`config.mk`:
```
export PLATFORM = sky130hd
export DESIGN_NAME = mem_arbiter
export DESIGN_NICKNAME = d
export VERILOG_FILES = /design/src/rtl/mem_arb_pkg.sv /design/src/rtl/mem_arbiter_rr_pick2.sv /design/src/rtl/mem_arbiter.sv
export SDC_FILE = /design/constraint.sdc
export NUM_CORES = 2
export LEC_CHECK = 0
export CELL_PAD_IN_SITES_DETAIL_PLACEMENT = 0
export CELL_PAD_IN_SITES_GLOBAL_PLACEMENT = 1
export CORE_AREA = 2 2 726 728
export DETAILED_ROUTE_END_ITERATION = 8
export DIE_AREA = 0 0 728 730
export GPL_TIMING_DRIVEN = 0
export MAX_ROUTING_LAYER = met4
export PLACE_DENSITY_LB_ADDON = 0.1
export SETUP_SLACK_MARGIN = 0.4
export SYNTH_ARGS = -nofsm -noshare
export SYNTH_HDL_FRONTEND = slang
export SYNTH_HIERARCHICAL = 1
export SYNTH_SLANG_ARGS = --single-unit
export TNS_END_PERCENT = 10
```
`constraint.sdc`:
```
create_clock -name clk -period 2.3 [get_ports clk]
set_input_delay 0.46 -clock clk [delete_from_list [all_inputs] [get_ports clk]]
set_output_delay 0.46 -clock clk [all_outputs]
set_load 0.1 [all_outputs]
```
`src/rtl/mem_arb_pkg.sv`:
```
// mem_arb_pkg: shared types and default sizes for the memory-port arbiter
// and the cache instances that sit in front of it.
//   arb_state_t : arbiter sequencing states
//   client_t    : client identifier (icache = 0, dcache = 1)
//   DEF_*       : default line, write-data and address widths
package mem_arb_pkg;

  localparam int unsigned DEF_BLOCKSZ     = 512;
  localparam int unsigned DEF_WIDTH       = 64;
  localparam int unsigned DEF_ADDRESSSIZE = 64;

  typedef enum logic [1:0] {
    IDLE = 2'd0,
    BUSY = 2'd1,
    DONE = 2'd2
  } arb_state_t;

  typedef enum logic {
    CL_IC = 1'b0,
    CL_DC = 1'b1
  } client_t;

endpackage

```
`src/rtl/mem_arbiter_rr_pick2.sv`:
```
// rr_pick2: combinational two-way round-robin pick.
// Ports:
//   req_ic, req_dc : request bits of icache / dcache
//   last_grant     : client granted most recently
//   grant_valid    : at least one request present
//   grant_id       : chosen client (the one not granted last on a tie)
module rr_pick2
  import mem_arb_pkg::*;
(
  input  logic    req_ic,
  input  logic    req_dc,
  input  client_t last_grant,
  output logic    grant_valid,
  output client_t grant_id
);

  always_comb begin
    grant_valid = req_ic | req_dc;
    grant_id    = CL_IC;
    if (req_ic && req_dc) begin
      grant_id = (last_grant == CL_IC) ? CL_DC : CL_IC;
    end else if (req_dc) begin
      grant_id = CL_DC;
    end
  end

endmodule

```
`src/rtl/mem_arbiter.sv`:
```
// mem_arbiter: shares one memory port between icache (client 0) and
// dcache (client 1). One transaction at a time, round-robin on ties,
// per-transaction watchdog that aborts with an err pulse.
// Ports:
//   clk, rst             : clock, synchronous active-low reset
//   ic_req/ic_addr       : icache read request (level, held until ic_done)
//   ic_rdata/done/err    : registered block, completion and timeout pulses
//   dc_req/wr_en/addr/wdata : dcache read or write request
//   dc_rdata/done/err    : registered block, completion and timeout pulses
//   mem_req/address/wr_en/data_out : registered memory-port request
//   mem_data_in/valid    : memory response block and one-cycle strobe
module mem_arbiter
  import mem_arb_pkg::*;
#(
  parameter int unsigned BLOCKSZ     = DEF_BLOCKSZ,
  parameter int unsigned WIDTH       = DEF_WIDTH,
  parameter int unsigned ADDRESSSIZE = DEF_ADDRESSSIZE,
  parameter int unsigned TIMEOUT     = 1024,
  parameter int unsigned CNTW        = 10
) (
  input  logic                   clk,
  input  logic                   rst,
  input  logic                   ic_req,
  input  logic [ADDRESSSIZE-1:0] ic_addr,
  output logic [BLOCKSZ-1:0]     ic_rdata,
  output logic                   ic_done,
  output logic                   ic_err,
  input  logic                   dc_req,
  input  logic                   dc_wr_en,
  input  logic [ADDRESSSIZE-1:0] dc_addr,
  input  logic [WIDTH-1:0]       dc_wdata,
  output logic [BLOCKSZ-1:0]     dc_rdata,
  output logic                   dc_done,
  output logic                   dc_err,
  output logic                   mem_req,
  output logic [ADDRESSSIZE-1:0] mem_address,
  output logic                   mem_wr_en,
  output logic [WIDTH-1:0]       mem_data_out,
  input  logic [BLOCKSZ-1:0]     mem_data_in,
  input  logic                   mem_data_valid
);

  arb_state_t             state_q, state_d;
  client_t                owner_q, owner_d;
  client_t                last_grant_q, last_grant_d;
  logic [CNTW-1:0]        wdog_q, wdog_d;
  logic                   mem_req_q, mem_req_d;
  logic [ADDRESSSIZE-1:0] addr_q, addr_d;
  logic                   wr_en_q, wr_en_d;
  logic [WIDTH-1:0]       wdata_q, wdata_d;
  logic [BLOCKSZ-1:0]     ic_rdata_q, ic_rdata_d;
  logic [BLOCKSZ-1:0]     dc_rdata_q, dc_rdata_d;
  logic                   ic_done_q, ic_done_d;
  logic                   ic_err_q, ic_err_d;
  logic                   dc_done_q, dc_done_d;
  logic                   dc_err_q, dc_err_d;

  logic    grant_valid;
  client_t grant_id;

  rr_pick2 u_pick (
    .req_ic      (ic_req),
    .req_dc      (dc_req),
    .last_grant  (last_grant_q),
    .grant_valid (grant_valid),
    .grant_id    (grant_id)
  );

  // Next-state, latch, watchdog and return-register logic
  always_comb begin
    state_d      = state_q;
    owner_d      = owner_q;
    last_grant_d = last_grant_q;
    wdog_d       = wdog_q;
    mem_req_d    = 1'b0;
    addr_d       = addr_q;
    wr_en_d      = wr_en_q;
    wdata_d      = wdata_q;
    ic_rdata_d   = ic_rdata_q;
    dc_rdata_d   = dc_rdata_q;
    ic_done_d    = 1'b0;
    ic_err_d     = 1'b0;
    dc_done_d    = 1'b0;
    dc_err_d     = 1'b0;

    case (state_q)
      IDLE: begin
        if (grant_valid) begin
          owner_d      = grant_id;
          last_grant_d = grant_id;
          wdog_d       = '0;
          mem_req_d    = 1'b1;
          state_d      = BUSY;
          if (grant_id == CL_IC) begin
            addr_d  = ic_addr;
            wr_en_d = 1'b0;
            wdata_d = '0;
          end else begin
            addr_d  = dc_addr;
            wr_en_d = dc_wr_en;
            wdata_d = dc_wdata;
          end
        end
      end

      BUSY: begin
        mem_req_d = 1'b1;
        // A response on the final watchdog cycle still completes normally
        if (mem_data_valid) begin
          mem_req_d = 1'b0;
          state_d   = DONE;
          if (owner_q == CL_IC) begin
            ic_rdata_d = mem_data_in;
            ic_done_d  = 1'b1;
          end else begin
            dc_rdata_d = mem_data_in;
            dc_done_d  = 1'b1;
          end
        end else if (wdog_q == CNTW'(TIMEOUT - 1)) begin
          mem_req_d = 1'b0;
          state_d   = DONE;
          if (owner_q == CL_IC) begin
            ic_rdata_d = '0;
            ic_done_d  = 1'b1;
            ic_err_d   = 1'b1;
          end else begin
            dc_rdata_d = '0;
            dc_done_d  = 1'b1;
            dc_err_d   = 1'b1;
          end
        end else begin
          wdog_d = wdog_q + CNTW'(1);
        end
      end

      // One-cycle bubble lets the owner drop req after seeing done
      DONE: begin
        state_d = IDLE;
      end

      default: begin
        state_d = IDLE;
      end
    endcase
  end

  // State and output registers
  always_ff @(posedge clk) begin
    if (!rst) begin
      state_q      <= IDLE;
      owner_q      <= CL_IC;
      last_grant_q <= CL_DC;
      wdog_q       <= '0;
      mem_req_q    <= 1'b0;
      addr_q       <= '0;
      wr_en_q      <= 1'b0;
      wdata_q      <= '0;
      ic_rdata_q   <= '0;
      dc_rdata_q   <= '0;
      ic_done_q    <= 1'b0;
      ic_err_q     <= 1'b0;
      dc_done_q    <= 1'b0;
      dc_err_q     <= 1'b0;
    end else begin
      state_q      <= state_d;
      owner_q      <= owner_d;
      last_grant_q <= last_grant_d;
      wdog_q       <= wdog_d;
      mem_req_q    <= mem_req_d;
      addr_q       <= addr_d;
      wr_en_q      <= wr_en_d;
      wdata_q      <= wdata_d;
      ic_rdata_q   <= ic_rdata_d;
      dc_rdata_q   <= dc_rdata_d;
      ic_done_q    <= ic_done_d;
      ic_err_q     <= ic_err_d;
      dc_done_q    <= dc_done_d;
      dc_err_q     <= dc_err_d;
    end
  end

  assign mem_req      = mem_req_q;
  assign mem_address  = addr_q;
  assign mem_wr_en    = wr_en_q;
  assign mem_data_out = wdata_q;
  assign ic_rdata     = ic_rdata_q;
  assign ic_done      = ic_done_q;
  assign ic_err       = ic_err_q;
  assign dc_rdata     = dc_rdata_q;
  assign dc_done      = dc_done_q;
  assign dc_err       = dc_err_q;

endmodule

```
After elaboration in Yosys (flattened, before gate mapping)
Index checks and enable logic that the tools add are counted.
{"block": "op_classes", "n_addsub": 1, "eq_ne": 6, "muxes": 32, "n_bitwise": 4, "reduce_logical": 11}
{"cell": "512-bit two-way mux", "n": 8}
{"cell": "64-bit two-way mux", "n": 2}
{"cell": "10-bit two-way mux", "n": 3}
{"cell": "10-bit case mux with 2 select lines", "n": 1}
{"cell": "1-bit two-way mux", "n": 13}
{"cell": "10-bit by 1-bit adder with 10-bit output, second input constant", "n": 1}
{"cell": "10-bit == test, second input constant", "n": 1}
{"cell": "2-bit two-way mux", "n": 3}
{"cell": "2-bit inequality test, second input constant", "n": 3}
{"cell": "2-bit AND reduction", "n": 3}
{"cell": "3-bit AND reduction", "n": 2}
{"cell": "2-bit case mux with 2 select lines", "n": 1}
{"cell": "4-bit AND reduction", "n": 1}
{"cell": "2-bit nonzero test", "n": 2}
{"cell": "3-bit inequality test, second input constant", "n": 1}
{"cell": "1-bit inverter", "n": 3}
{"cell": "3-bit OR reduction", "n": 1}
{"cell": "2-bit by 1-bit == test with 1-bit output, second input constant", "n": 1}
{"cell": "2-bit logical NOT", "n": 1}
{"cell": "1-bit case mux with 2 select lines", "n": 1}
{"cell": "1-bit logical AND", "n": 1}
{"cell": "1-bit bitwise OR", "n": 1}
{"block": "word_totals", "register_bits": 1172, "inputBits": 710, "out_inout_bits": 1158, "wordCells": 68}

Logic depth before layout (Yosys ltp)
{"block": "logic_depth", "word_depth": 4, "depth_mapped": 9, "ltp_nobuf": 5}

By module
Netlist, hierarchy kept.
{"mod": "mem_arbiter", "n_inst": 1, "cells_per_inst": 4601, "area_per_inst_um2": 45508.6, "seq_area_each_um2": 23462.5}
{"mod": "rr_pick2", "n_inst": 1, "cells_per_inst": 2, "area_per_inst_um2": 13.8, "seq_area_each_um2": 0.0}

Worst setup path after synthesis
No wires, ideal clock.
{"block": "synth_path", "kind": "input to register", "start": "input port dc_req", "end": "register addr_q[25] (netlist: mem_address[25])", "setup_time_ns": 0.117, "t_arrival_ns": 1.876, "t_required_ns": 2.183, "path_slack_ns": 0.307, "stages": 7, "path_buffers": 3, "cell_sequence": "a21boi_1 clkbuf_1 clkbuf_1 buf_1 mux2i_1 nand2_1 o211a_1"}
{"block": "synth_via", "elab_chain_len": 3, "elab_cells_between_ends": 6, "cone_classes": "mux: 3; bitwise: 1; reduce/logical: 2"}
{"element": "start, declared", "line_no": "mem_arbiter.sv:28", "rtl": "input logic dc_req,"}
{"element": "1-bit two-way mux or 1-bit logical AND (tied branches)", "line_no": "mem_arbiter_rr_pick2.sv:22, mem_arbiter_rr_pick2.sv:20"}
{"element": "1-bit two-way mux", "line_no": "mem_arbiter_rr_pick2.sv:20", "rtl": "if (req_ic && req_dc) begin"}
{"element": "64-bit two-way mux", "line_no": "mem_arbiter.sv:94", "rtl": "if (grant_id == CL_IC) begin"}
{"element": "end signal, assigned", "line_no": "mem_arbiter.sv:170", "rtl": "addr_q <= addr_d;"}
{"element": "end, declared", "line_no": "mem_arbiter.sv:48", "rtl": "logic [ADDRESSSIZE-1:0] addr_q, addr_d;"}
Several ways; a longest one is shown, not always the timed one.
A chain may end at the register's enable or synchronous reset.

Final worst setup path
{"block": "layout_path", "start": "register wdog_q[1]", "end": "register dc_rdata_q[365] (netlist: dc_rdata[365])"}
{"block": "layout_via", "elab_chain_len": 3}
{"element": "start, declared", "line_no": "mem_arbiter.sv:46", "rtl": "logic [CNTW-1:0] wdog_q, wdog_d;"}
{"element": "start signal, assigned", "line_no": "mem_arbiter.sv:168", "rtl": "wdog_q <= wdog_d;"}
{"element": "10-bit == test", "line_no": "mem_arbiter.sv:119", "rtl": "end else if (wdog_q == CNTW'(TIMEOUT - 1)) begin"}
{"element": "2-bit nonzero test (no line)"}
{"element": "3-bit AND reduction (no line)"}
{"element": "end signal, assigned", "line_no": "mem_arbiter.sv:174", "rtl": "dc_rdata_q <= dc_rdata_d;"}
{"element": "end, declared", "line_no": "mem_arbiter.sv:52", "rtl": "logic [BLOCKSZ-1:0] dc_rdata_q, dc_rdata_d;"}
Every way passes these cells.

==> impl_metrics.toml <==
[grt]
met1_usage_pct = 16.48
gr-usage-met3_pct = 5.255
grt.total_usage_pct = 15.57
antenna_found_initial = 210
grt_pass1_wl_mm = 523.4
grt-ovfl-total = 0
grt_max_degree = 14
busiest_layer = "met2"
grt_pass1_vias = 45212
met2_usage_pct = 28.29

[worst_setup_path]
cp_max_fo = 9
reg2reg_slack_ns = -0.19
worstRegToRegCells = 11
slowest_stage = "dfxtp_4"
r2r-start = "wdog_q[1]"
cpLargestDelayFamily = "buffers and inverters"
cp-start-kind = "register"
path_cells = "ha_4 > and4_4 > and3_4 > buf_6 > o211ai_1 > clkbuf_16 > buf_12 > buf_16 > buf_16 > clkbuf_16 > mux2i_1"
worstSetupPathType = "register to register"
cp-end-kind = "register"
required_ns = 3.08
worstReg2RegEnd = "dc_rdata[365]"
worstPathBufferInverterCount = 6
crit_start = "wdog_q[1]"
arrival_ns = 3.27
cpPeakStageDelay_ns = 0.35

[sta]
slew_headroom_pct = 23.92
fin_setup_tns_ns = -51.30
fin_crit_sh_pct = 108.4
hold_viol = 0
max_freq_mhz = 400.9
worst_slack_ns = -0.1942
finClkSkew_ns = 0.1102
min_period_ns = 2.494
setup_violations = 842
tightest_slew_ns = 1.141
final_max_slew_viol_count = 0
rsz0062_at_grt = "yes"
timing.hold.ws_ns = 0.1889

[synthesis]
ys_ff_latch = 1172
ys_seq_area_share_pct = 51.54
synth.avg_cell_area_um2 = 9.890
synth_area_leaders = "dfxtp_1 52%, mux2i_1 24%, nand2_1 9.6%"
synth_cell_type_count = 40
yosys_warnings = 6
synth_top_area_cell = "dfxtp_1"
netlist_area_um2 = 45520
syn-num-nets = 5314
synth_top_area_share_pct = 51.54
syn_inst = 4603

[clock_network]
cts_made_buffers = 182
cts_tree = "done"
cts_max_level = 4
cts_root_buffer = "clkbuf_16"
clk_pin_slew_worst_paths_ns = 0.06
cts.sink_count = 1172
clock_latency_ns = 0.93
cts_buffer_depth = 4

[layout]
nets = 7428
final_cell_count_no_fill = 13913
final_cell_mix = "1164 x nand2_1, 1158 x dfxtp_1, 1073 x mux2i_1, 707 x clkdlybuf4s50_1, 664 x clkdlybuf4s15_2"
final_common_cell = "nand2_1"
areaGrowthSynthToFinish_pct = 78.33
layout-drive-gt1-share_pct = 24.87

[power]
power.density_nw_per_um2 = 736.6
power.leakage_nw = 34.90
p_total_mw = 59.79
ir_drop_mv = 0.5591

[route]
wl_per_cell_um = 30.39
ant_nets = 0
drt_wl_total_mm = 422.8
firstDrtPassIters = 5
drt_iter0_markers = 2012
vias = 44036
viasPerCell = 3.165
drcViolationCount = 0

[placed_design]
hpwl_mm = 352.7
io_buffers = 1865
placed_cells = 13443
place.gp.congestion = 0.8277

[min_path]
min-delay-path-class = "primary input to register"
whs_endpoint = "ic_rdata[37]"
hold_path_startpoint = "mem_data_in[37]"
min_path_cells = 3

[floorplan]
core_area_um2 = 523500
chipWidth_um = 728
die-area_um2 = 531400
core.rowCount = 266
start_util_pct = 8.695
fp.dieH_um = 730
ios = 1868

[status]
status = "complete, but fails checks"
violations = "setup timing"

[run]
max-cap-violations = 0
## routing by layer
layer / wire, um / up-vias
met3: 33220 / 485
met4: 8834 / 0
met2: 220200 / 1630
met5: 0 / -
li1: - / 20185
met1: 160600 / 21736
## cell type report
cell class	count	area [um^2]
diodes	98	245.2
well taps	6968	8718
plain buffers	406	3269
flip-flops and latches	1172	23500
multi-input cells	3023	19830
fillers	58873	442300
clock buffers	280	5434
clock inverters	34	432.9
inverters	2	7.507
repair buffers	1930	19740
## flip-flops by register name (all words and copies together) (netlist names)
name and count:
dc_rdata 512, ic_done 1, last_grant_q 1, mem_data_out 64, owner_q 1, mem_wr_en 1, dc_done 1, wdog_q 10
mem_address 64, dc_err 1, ic_rdata 512, ic_err 1, state_q 2, mem_req 1
## worst register-to-register path, stage by stage, from the launching register on
cell and delay, ns:
dfxtp_4 0.35, ha_4 0.16, and4_4 0.18, and3_4 0.15, buf_6 0.11, o211ai_1 0.24, clkbuf_16 0.21, buf_12 0.15
buf_16 0.22, buf_16 0.26, clkbuf_16 0.21, mux2i_1 0.20
## Yosys cell counts (all sizes together)
master,number
a211oi,1
a21boi,67
a21oi,5
a311oi,1
a31o,2
a31oi,4
a41oi,3
and2,5
and3,3
and4,1
buf,127
clkbuf,279
dfxtp,1172
ha,1
inv,2
mux2i,1090
nand2,1164
nand3,582
nand3b,2
nand4,2
nor2,8
nor2b,2
nor3,1
nor4,1
o2111ai,1
o211a,64
o211ai,3
o21a,2
o21ai,3
o22ai,2
or2,1
or3b,2
## logic make-up (layout without fill, tap and decap cells)
kind of cell | after synthesis | after routing | synth area share, %
AND/OR/NAND/NOR | 1774 | 1774 | 16.36
other | 0 | 98 | 0
multiplexers | 1090 | 1090 | 23.97
AO/OA/AOI/OAI | 158 | 158 | 2.916
flip-flops | 1172 | 1172 | 51.54
buffers and inverters | 408 | 2652 | 5.186
adder cells (fa/ha/maj) | 1 | 1 | 0.02748
## worst max-delay path by stage
stage	endpoint	slack (ns)	cells after the start
floorplan	dc_rdata[100]	0.40	9
global placement	ic_rdata[69]	-4.69	6
detailed placement	dc_rdata[508]	-2.02	7
CTS	dc_rdata[273]	-0.13	11
global route	dc_rdata[311]	-0.21	11
finish	dc_rdata[365]	-0.19	11
## per-stage QoR
| step | utilization [%] | worst slack [ns] | instance area (um^2) |
|---|---|---|---|
| 2_1_floorplan | - | 0.4031 | 45540 |
| 3_3_place_gp | 13.93 | -4.685 | 72930 |
| 3_5_place_dp | 13.94 | -2.024 | 72970 |
| 4_1_cts | 15.23 | -0.1327 | 79710 |
| 5_1_grt | 15.50 | -0.2055 | 81150 |
| 6_report | 15.51 | -0.1942 | 81180 |
## timing repair
item / in CTS / in global routing
pin swaps: 2 / 1
cloned: 10 / 24
hold buffers: 1 / 0
resized for setup: 4582 / 185
endpoints found under the hold margin: 1 / 0
setup endpoints to repair: 2325 / 2303
setup buffers: 17 / 6
## power breakdown
part / internal, mW / switching [mW]
logic: 2.89 / 7.42
registers: 20.8 / 0.320
clock network: 16.7 / 11.6
No activity file was read; power rests on OpenSTA's default activity.
